`src/rtl/serv_alu_seq.sv`:
```
// Operand sequencer and result collector for the bit-serial ALU.
// Streams parallel operands LSB-first and reassembles the serial result.
//
// state | meaning
// ------+--------------------------------------------------------------
// IDLE  | waiting for operands, o_ready high
// INIT  | shift-amount pass, operands rotate once around and are restored
// RUN   | run pass, ALU enabled, result collected from i_rd
// DONE  | result valid, held until the consumer takes it
module serv_alu_seq #(
    parameter int W = 32
) (
    input  logic         clk,
    input  logic         i_rst_n,
    input  logic         i_valid,
    output logic         o_ready,
    input  logic [W-1:0] i_rs1,
    input  logic [W-1:0] i_rs2,
    input  logic         i_two_stage,
    output logic         o_rs1,
    output logic         o_rs2,
    output logic         o_en,
    output logic         o_init,
    output logic         o_shamt_en,
    output logic         o_cnt_done,
    input  logic         i_rd,
    input  logic         i_cmp,
    output logic         o_valid,
    input  logic         i_ready,
    output logic [W-1:0] o_result,
    output logic         o_cmp
);

    localparam int CW = $clog2(W);

    typedef enum logic [1:0] {
        S_IDLE = 2'd0,
        S_INIT = 2'd1,
        S_RUN  = 2'd2,
        S_DONE = 2'd3
    } state_t;

    state_t          r_state;
    state_t          w_state_nxt;
    logic [CW-1:0]   r_cnt;
    logic [W-1:0]    r_rs1;
    logic [W-1:0]    r_rs2;
    logic [W-1:0]    r_result;
    logic            r_cmp;
    logic            w_accept;
    logic            w_cnt_last;
    logic            w_shift;

    assign w_cnt_last = (r_cnt == CW'(W - 1));
    assign w_accept   = (r_state == S_IDLE) && i_valid;
    assign w_shift    = (r_state == S_INIT) || (r_state == S_RUN);

    always_comb begin
        w_state_nxt = r_state;
        case (r_state)
            S_IDLE: if (i_valid) w_state_nxt = i_two_stage ? S_INIT : S_RUN;
            S_INIT: if (w_cnt_last) w_state_nxt = S_RUN;
            S_RUN:  if (w_cnt_last) w_state_nxt = S_DONE;
            S_DONE: if (i_ready) w_state_nxt = S_IDLE;
            default: w_state_nxt = S_IDLE;
        endcase
    end

    always_ff @(posedge clk or negedge i_rst_n) begin
        if (!i_rst_n) begin
            r_state  <= S_IDLE;
            r_cnt    <= '0;
            r_rs1    <= '0;
            r_rs2    <= '0;
            r_result <= '0;
            r_cmp    <= 1'b0;
        end else begin
            r_state <= w_state_nxt;
            if (w_accept) begin
                r_rs1 <= i_rs1;
                r_rs2 <= i_rs2;
                r_cnt <= '0;
            end else if (w_shift) begin
                // Rotation rather than shift so a full init pass leaves the
                // operands intact for the run pass; cnt wraps at W-1.
                r_rs1 <= {r_rs1[0], r_rs1[W-1:1]};
                r_rs2 <= {r_rs2[0], r_rs2[W-1:1]};
                r_cnt <= r_cnt + 1'b1;
            end
            if (r_state == S_RUN) begin
                r_result <= {i_rd, r_result[W-1:1]};
                if (w_cnt_last) r_cmp <= i_cmp;
            end
        end
    end

    assign o_ready    = (r_state == S_IDLE);
    assign o_valid    = (r_state == S_DONE);
    assign o_en       = (r_state == S_RUN);
    assign o_init     = (r_state == S_INIT);
    assign o_shamt_en = (r_state == S_INIT) && (r_cnt < CW'(5));
    assign o_cnt_done = (r_state == S_RUN) && w_cnt_last;
    assign o_rs1      = r_rs1[0];
    assign o_rs2      = r_rs2[0];
    assign o_result   = r_result;
    assign o_cmp      = r_cmp;

endmodule

```
`config.mk`:
```
export PLATFORM = sky130hd
export DESIGN_NAME = serv_alu_seq
export DESIGN_NICKNAME = d
export VERILOG_FILES = /design/src/rtl/serv_alu_seq.sv
export SDC_FILE = /design/constraint.sdc
export NUM_CORES = 1
export LEC_CHECK = 0
export ABC_AREA = 1
export CAP_MARGIN = 0
export CORE_ASPECT_RATIO = 0.5
export CORE_MARGIN = 1.5
export CORE_UTILIZATION = 40
export DETAILED_ROUTE_END_ITERATION = 8
export PLACE_DENSITY = 0.75
export SLEW_MARGIN = 30
export SYNTH_ARGS = -nofsm -noshare
export SYNTH_HDL_FRONTEND = slang
export SYNTH_SLANG_ARGS = --single-unit
```
`constraint.sdc`:
```
create_clock -name clk -period 2.6 [get_ports clk]
set_input_delay 0.52 -clock clk [delete_from_list [all_inputs] [get_ports clk]]
set_output_delay 0.52 -clock clk [all_outputs]
set_load 0.02 [all_outputs]
```
# [After elaboration in Yosys (flattened, before gate mapping)]
# Index checks and enable logic that the tools add are counted.
[op_classes] addsub=1 n_lt_le_gt_ge=1 n_eq_ne=8 muxes=12 reduce_logical=8
[op_table] cell="two-way mux 32 bit" n=4
[op_table] cell="two-way mux 2 bit" n=5
[op_table] cell="two-way mux 5 bit" n=2
[op_table] cell="one-hot mux 2 bit (4 select lines)" n=1
[op_table] cell="inequality test 2 x 1 -> 1 bit, second input constant" n=3
[op_table] cell="adder 5 x 1 -> 5 bit, second input constant" n=1
[op_table] cell="== test 5 bit, second input constant" n=1
[op_table] cell="< comparator 5 x 3 -> 1 bit, second input constant" n=1
[op_table] cell="== test 2 bit, second input constant" n=2
[op_table] cell="AND reduction 4 bit" n=1
[op_table] cell="logical AND 1 bit" n=3
[op_table] cell="== test 2 x 1 -> 1 bit, second input constant" n=1
[op_table] cell="logical NOT 2 bit" n=1
[op_table] cell="inequality test 2 bit, second input constant" n=1
[op_table] cell="AND reduction 2 bit" n=1
[op_table] cell="nonzero test 2 bit" n=1
[op_table] cell="logical OR 1 bit" n=1
[word_totals] register_bits=104 elab_cells=36

# [Logic depth before layout (Yosys ltp)]
# Gate-level depths: netlist (run 1).
[logic_depth] word_depth=4 depth_mapped=8

# [Worst setup path after synthesis (run 1)]
# No wires, ideal clock.
[synth_path] path_type="register to output" startpoint="register r_state[0]" endpoint="output port o_cnt_done" t_arrival_ps=1196 slack_ps=884 path_stages_with_launch=6 path_buffers=1 path_cell_list="dfrtp_1 -> inv_1 -> ha_1 -> buf_2 -> nand2_1 -> inv_1"
[synth_via] elab_chain_cells=2
[synth_rtl] item="from (decl)" line="43" source="state_t r_state;"
[synth_rtl] item="from (signal assigned)" line="78" source="r_state <= w_state_nxt;"
[synth_rtl] item="== test 2 bit"
[synth_rtl] item="via o_en" line="22" source="output logic o_en,"
[synth_rtl] item="logical AND 1 bit" line="102" source="assign o_cnt_done = (r_state == S_RUN) && w_cnt_last;"
[synth_rtl] item="to (decl)" line="25" source="output logic o_cnt_done,"
# The timed path passes the listed nets, and every way through them passes these cells.

# [Final worst setup path (run 1)]
[layout_path] startpoint="register r_state[1]" endpoint="output port o_shamt_en"
[layout_via] elab_chain_cells=2
[layout_rtl] item="== test 2 x 1 -> 1 bit" line="101" source="assign o_shamt_en = (r_state == S_INIT) && (r_cnt < CW'(5));"
[layout_rtl] item="logical AND 1 bit" line="101"
[layout_rtl] item="to (decl)" line="24" source="output logic o_shamt_en,"
# No other way between the ends.

==> results of run 1 <==
[layout make-up]
type | instances | area share, %
sequential | 104 | 39.6
multi-input combinational | 400 | 32.7
timing repair buffer | 122 | 19.1
clock buffer | 11 | 3.69
tap | 165 | 3.14
clock inverter | 5 | 0.857
inverter | 14 | 0.838
[through the flow]
step                hold WS [ns]  utilization (%)
CTS                        0.152             54.2
global placement           0.454             51.7
finish                     0.138             54.2
detailed placement         0.469             51.7
floorplan                  0.224                -
global route               0.169             54.2
[cells in the mapped netlist (all sizes together) (7+ instances only)]
library cell	count
nand2	178
a21oi	123
dfrtp	104
nor2	70
buf	25
inv	14
nand3	12
clkbuf	11
ha	7
o21ai	7
[power groups by stage]
stage	registers (mW)	clock network, mW	logic (mW)
2_1_floorplan	2.90	0	3.41
3_5_place_dp	2.84	0	4.38
6_report	2.82	1.35	4.34
3_3_place_gp	2.81	0	4.28
5_1_grt	2.91	1.45	4.80
4_1_cts	2.82	1.38	4.40
[registers in the layout, summed over array words and instances (netlist names)]
register	count
r_state	2
r_rs1	32
o_result	32
r_rs2	32
r_cnt	5
o_cmp	1
[cell usage in the layout, fill, tap and decap left out, drive strengths merged]
| cell | n |
|---|---|
| dlymetal6s2s | 1 |
| dfrtp | 104 |
| nand3 | 12 |
| clkdlybuf4s50 | 109 |
| nor2 | 70 |
| buf | 12 |
| bufinv | 1 |
| inv | 14 |
| clkinv | 3 |
| ha | 7 |
| clkbuf | 11 |
| clkinvlp | 1 |
| a21oi | 123 |
| nor3 | 1 |
| a211oi | 1 |
| o21bai | 1 |
| nand2 | 178 |
| o21ai | 7 |
[worst max-delay path, delay by kind of cell (launching register included)]
family | cells | cell delay [ns]
adders and majority gates | 1 | 0.21
buffers and inverters | 2 | 0.74
and+or+nand+nor | 2 | 0.19
DFF | 1 | 0.42
[how the worst max path moves through the flow]
stage,start,endpoint,slack [ns],cells past startpoint
2_1_floorplan,r_state[0],o_cnt_done,0.88,5
5_1_grt,r_state[1],o_shamt_en,0.06,5
3_5_place_dp,r_cnt[0],o_cnt_done,0.38,7
4_1_cts,r_cnt[0],o_cnt_done,0.007,7
6_report,r_state[1],o_shamt_en,0.19,5
3_3_place_gp,r_cnt[0],o_cnt_done,0.43,7
[per-layer routing]
layer	up-vias	GRT usage [%]
met1	1981	22.2
met4	0	4.75
met5	-	0
met2	79	28.6
li1	1973	-
met3	9	2.85
[logic make-up after synthesis]
| logic type | Yosys count | synth area share [%] |
|---|---|---|
| AND/OR/NAND/NOR | 261 | 19.6 |
| AO/OA/AOI/OAI | 132 | 20.9 |
| flip-flops | 104 | 51.1 |
| buffers and inverters | 50 | 6.75 |
| adder cells (fa/ha/maj) | 7 | 1.72 |
==> qor.csv, run 1 <==
metric;value;unit
status;finished clean;
netlist_area;0.00510;mm²
cts.clk_slew.worst_paths;0.07;ns
fmax;416;MHz
drt-total-wl;11.0;mm
maxCapViolations;0;
grt_pass1_wl;18.7;mm
r2r_cells;6;
detailedPlace.worstSlack;0.378;ns
root_buffer;clkbuf_16;
timing.rr.end;r_rs1[7];
cts_buffer_depth;2;
dieArea;0.0135;mm²
yosys.area.top_type_share;51.1;%
place_area;0.00627;mm²
ys_seq_area_share;51.1;%
path_cells;inv_1 > ha_1 > nand3_1 > nor2_1 > clkdlybuf4s50_1;
drtIter0Drc;232;
coreArea;0.0121;mm²
die_h;82.8;µm
period_share;92.5;%
fin_skew;0.00428;ns
ys_types;23;
worstPathRequired;2.08;ns
antenna-diode-count;0;
p_switching;3.62;mW
io_pins;112;
critPathCaptureType;primary output;
route.met3.wl;295;µm
antenna_found_initial;0;
place_inst;805;
grt_max_degree;72;
grt_overflow_total;0;
io_buffers;111;
worst_setup_path_start_kind;flop;
ys_seq_elements;104;
synth_ff_type;dfrtp_1;
critical_path.max_stage_delay;0.63;ns
cp_max_fo;4;
fin_ws;0.195;ns
final_nets;729;
async_flop_share;100;%
regToRegSetupSlack;0.60;ns
antenna_left;0;
vias;4042;
drive_above_1_share;21.2;%
synth_top_area_cell;dfrtp_1;
internal_power;4.90;mW
synth_edf_count;0;
grt_util_all_layers;16.8;%
switching_share;42.5;%
fillers;1094;
drt-wirelength-per-cell;13.4;µm
rows;28;
finalHoldViolCount;0;
holdBufCountCts;0;
ctsResizeCount;0;
drc;0;
fin_area;0.00657;mm²
gp_congestion;0.764;
grt_pass1_vias;3966;
p_comb_share;51.0;%
layoutNonFillerInstCount;821;
cts_tree;done;
p_leak;2.89;nW
firstDrtPassIters;4;
routedLengthMet1;5.21;mm
dp_hpwl;7.34;mm
postCtsSetupBuffers;0;
hold_path_class;in2async;
top_layer;met4;
h-tree-depth;3;
dr_wl_met2;5.37;mm
clkPwrFrac;15.9;%
reg2reg_from;r_state[1];
layout.area.seq;0.00260;mm²
multi_input_area;0.00215;mm²
critPathArrivalTime;1.89;ns
rsz0062_at_grt;no;
synth_nets;632;
worstSkewPairLatency;0.33;ns
fin_setup_tns;0;ns
timing.final.crit_period;2.41;ns
synth_area_leaders;dfrtp_1, a21oi_2, nand2_1;
vdd_ir_drop_max;0.000844;V
finalPower;8.52;mW
vias_per_cell;4.92;
ys_warn_count;0;
start_util;42.0;%
p_seq_share;33.2;%
criticalPathCategory;reg2out;
area_delta_synth_final;28.9;%
cts_buffers;9;
finalMaxSlewViolations;0;
synthCells;554;
slowest_stage;clkdlybuf4s50_1;
clock_sinks;104;
synth_area_per_cell;9.20;µm²
power_density;1300;mW/mm²
slew_headroom;64.6;%
die_w;163;µm
setup_viol;0;
tightest_slew;0.531;ns
Power figures use the tool's default switching activity.
==> run 2, diff against run 1 <==
--- a/config.mk
+++ b/config.mk
@@ -11,6 +11,7 @@
 export CORE_MARGIN = 1.5
 export CORE_UTILIZATION = 40
 export DETAILED_ROUTE_END_ITERATION = 8
+export GPL_TIMING_DRIVEN = 0
 export PLACE_DENSITY = 0.75
 export SLEW_MARGIN = 30
 export SYNTH_ARGS = -nofsm -noshare
==> run 2 against run 1 <==
Against the previous run: wire length up 0.94%; combinational power is 6.2% higher; critical path depth unchanged; largest cell class unchanged.
==> qor.csv, run 2 (synthesis gave the netlist of run 1 again) <==
metric;value;unit;change
io_buffers;111;;unchanged
vdd_ir_drop_max;0.000653;V;-23%
crit_family;buffers and inverters;;
drtIter0Drc;241;;+3.9%
slowest_stage;clkdlybuf4s50_1;;
setup_viol;0;;unchanged
vias_per_cell;4.74;;-3.7%
fillers;1100;;+0.55%
finalPower;8.78;mW;+3.1%
dr_wl_met2;5.29;mm;-1.5%
die_h;82.8;µm;unchanged
drive_above_1_share;22.4;%;+1.2 points
cts_buffer_depth;2;;unchanged
dieArea;0.0135;mm²;unchanged
postCtsSetupBuffers;0;;unchanged
path_cells;inv_1 > ha_1 > nand3_1 > nor2_1 > clkdlybuf4s50_1;;
finalHoldViolCount;0;;unchanged
vias;4014;;-0.69%
worst_setup_path_start_kind;flop;;
timing.rr.end;r_rs1[30];;
critPathArrivalTime;1.88;ns;about the same
cts.clk_slew.worst_paths;0.07;ns;about the same
grt_max_degree;57;;-21%
drc;0;;unchanged
start_util;42.0;%;unchanged
route.met3.wl;406;µm;+38%
internal_power;5.08;mW;+3.7%
root_buffer;clkbuf_16;;
die_w;163;µm;unchanged
critPathCaptureType;primary output;;
drt-wirelength-per-cell;13.1;µm;-2.2%
reg2reg_from;r_state[0];;
timing.final.crit_period;2.40;ns;-0.00642 ns
dp_hpwl;7.85;mm;+6.9%
antenna_left;0;;unchanged
worstPathRequired;2.08;ns;about the same
worstSkewPairLatency;0.34;ns;about the same
gp_congestion;0.767;;+0.50%
cts_buffers;9;;unchanged
p_switching;3.70;mW;+2.2%
drt-total-wl;11.1;mm;+0.94%
clkPwrFrac;15.3;%;-0.6 points
tightest_slew;0.536;ns;+0.00578 ns
coreArea;0.0121;mm²;unchanged
rows;28;;unchanged
r2r_cells;6;;unchanged
antenna-diode-count;0;;unchanged
fin_setup_tns;0;ns;unchanged
final_common_cell;nand2_1;;
whs;0.138;ns;-0.000189 ns
finalMaxSlewViolations;0;;unchanged
layout.area.seq;0.00260;mm²;unchanged
p_seq_share;32.2;%;-1.0 points
p_comb_share;52.5;%;+1.5 points
grt_overflow_total;0;;unchanged
cp.buffers_inverters;2;;unchanged
final_core_util;55.6;%;+1.4 points
status;finished clean;;
regToRegSetupSlack;0.90;ns;+0.30 ns
fin_skew;0.00455;ns;+0.000266 ns
firstDrtPassIters;4;;unchanged
hold_path_class;in2async;;
routedLengthMet1;5.30;mm;+1.8%
cp_max_fo;4;;unchanged
power_density;1300;mW/mm²;+0.51%
grt_util_all_layers;17.6;%;+0.79 points
period_share;92.3;%;-0.25 points
slew_headroom;64.2;%;-0.33 points
critical_path.max_stage_delay;0.63;ns;about the same
rsz0062_at_grt;no;;
p_leak;2.96;nW;+2.4%
final_nets;755;;+3.6%
area_delta_synth_final;32.2;%;
io_pins;112;;unchanged
grt_pass1_wl;19.3;mm;+3.5%
multi_input_area;0.00215;mm²;-0.12%
fmax;417;MHz;+0.27%
antenna_found_initial;0;;unchanged
top_layer;met4;;
maxCapViolations;0;;unchanged
h-tree-depth;3;;unchanged
clock_sinks;104;;unchanged
criticalPathCategory;reg2out;;
grt_pass1_vias;4010;;+1.1%
switching_share;42.1;%;-0.35 points
cts_tree;done;;
final_cell_mix;nand2_1, clkdlybuf4s50_1, a21oi_2, dfrtp_1, nor2_1;;
## run 2: cell count changes in the layout (fill, tap and decap cells not counted), sizes merged
cell	previous run	this run
dlymetal6s2s	1	0
clkinv	3	4
clkbuf	11	20
dlygate4sd2	0	1
buf	12	27
clkinvlp	1	2
## run 2: power by group through the flow
| stage | Clock [mW] | Combinational (mW) | Sequential (mW) |
|---|---|---|---|
| 2_1_floorplan | 0 | 3.41 | 2.90 |
| 6_report | 1.35 | 4.61 | 2.83 |
| 4_1_cts | 1.38 | 4.65 | 2.83 |
| 3_3_place_gp | 0 | 4.54 | 2.82 |
| 5_1_grt | 1.47 | 5.10 | 2.91 |
| 3_5_place_dp | 0 | 4.63 | 2.84 |
## run 2: final cells by class
| cell class | count | share of cell area, % |
|---|---|---|
| Clock buffer | 9 | 3.34 |
| Clock inverter | 7 | 1.08 |
| Sequential cell | 104 | 38.6 |
| Inverter | 14 | 0.817 |
| Timing Repair Buffer | 112 | 16.9 |
| Tap cell | 165 | 3.06 |
| Multi-Input combinational cell | 400 | 31.9 |
| Buffer | 36 | 4.29 |
## run 2: layer usage
metal,vias to the layer above,GRT usage (%)
li1,2035,-
met4,0,3.75
met1,1909,23.9
met5,-,0
met3,4,3.70
met2,66,29.2
## run 2: metrics by stage
step                      setup slack [ns]  area (µm²)  instances
after floorplan                      0.884        5100        554
after detailed placement             0.367        6440        831
final                                0.201        6740        847
after global routing                0.0360        6740        847
after CTS                            0.172        6740        847
after global placement               -2.96        6410        830
## run 2: worst max path at each step
stage | start | end | slack [ns] | cells past startpoint
after floorplan | r_state[0] | o_cnt_done | 0.88 | 5
after global placement | i_rst_n | o_result[5] | -2.96 | 1
after detailed placement | r_state[0] | o_cnt_done | 0.37 | 6
after CTS | r_state[1] | o_shamt_en | 0.17 | 5
after global routing | r_state[1] | o_shamt_en | 0.04 | 5
final | r_state[1] | o_shamt_en | 0.20 | 5
## run 2: worst reg2reg max path: stages (launching register included)
cell      delay, ns
dfrtp_1        0.41
inv_1          0.10
ha_1           0.25
nand2_2        0.22
clkbuf_1       0.41
nor2_1         0.12
a21oi_2        0.11
## run 2: repair_timing
action | CTS | global route
hold buffers | 0 | 0
setup endpoints to repair | 1 | 0
resized for setup | 1 | 0
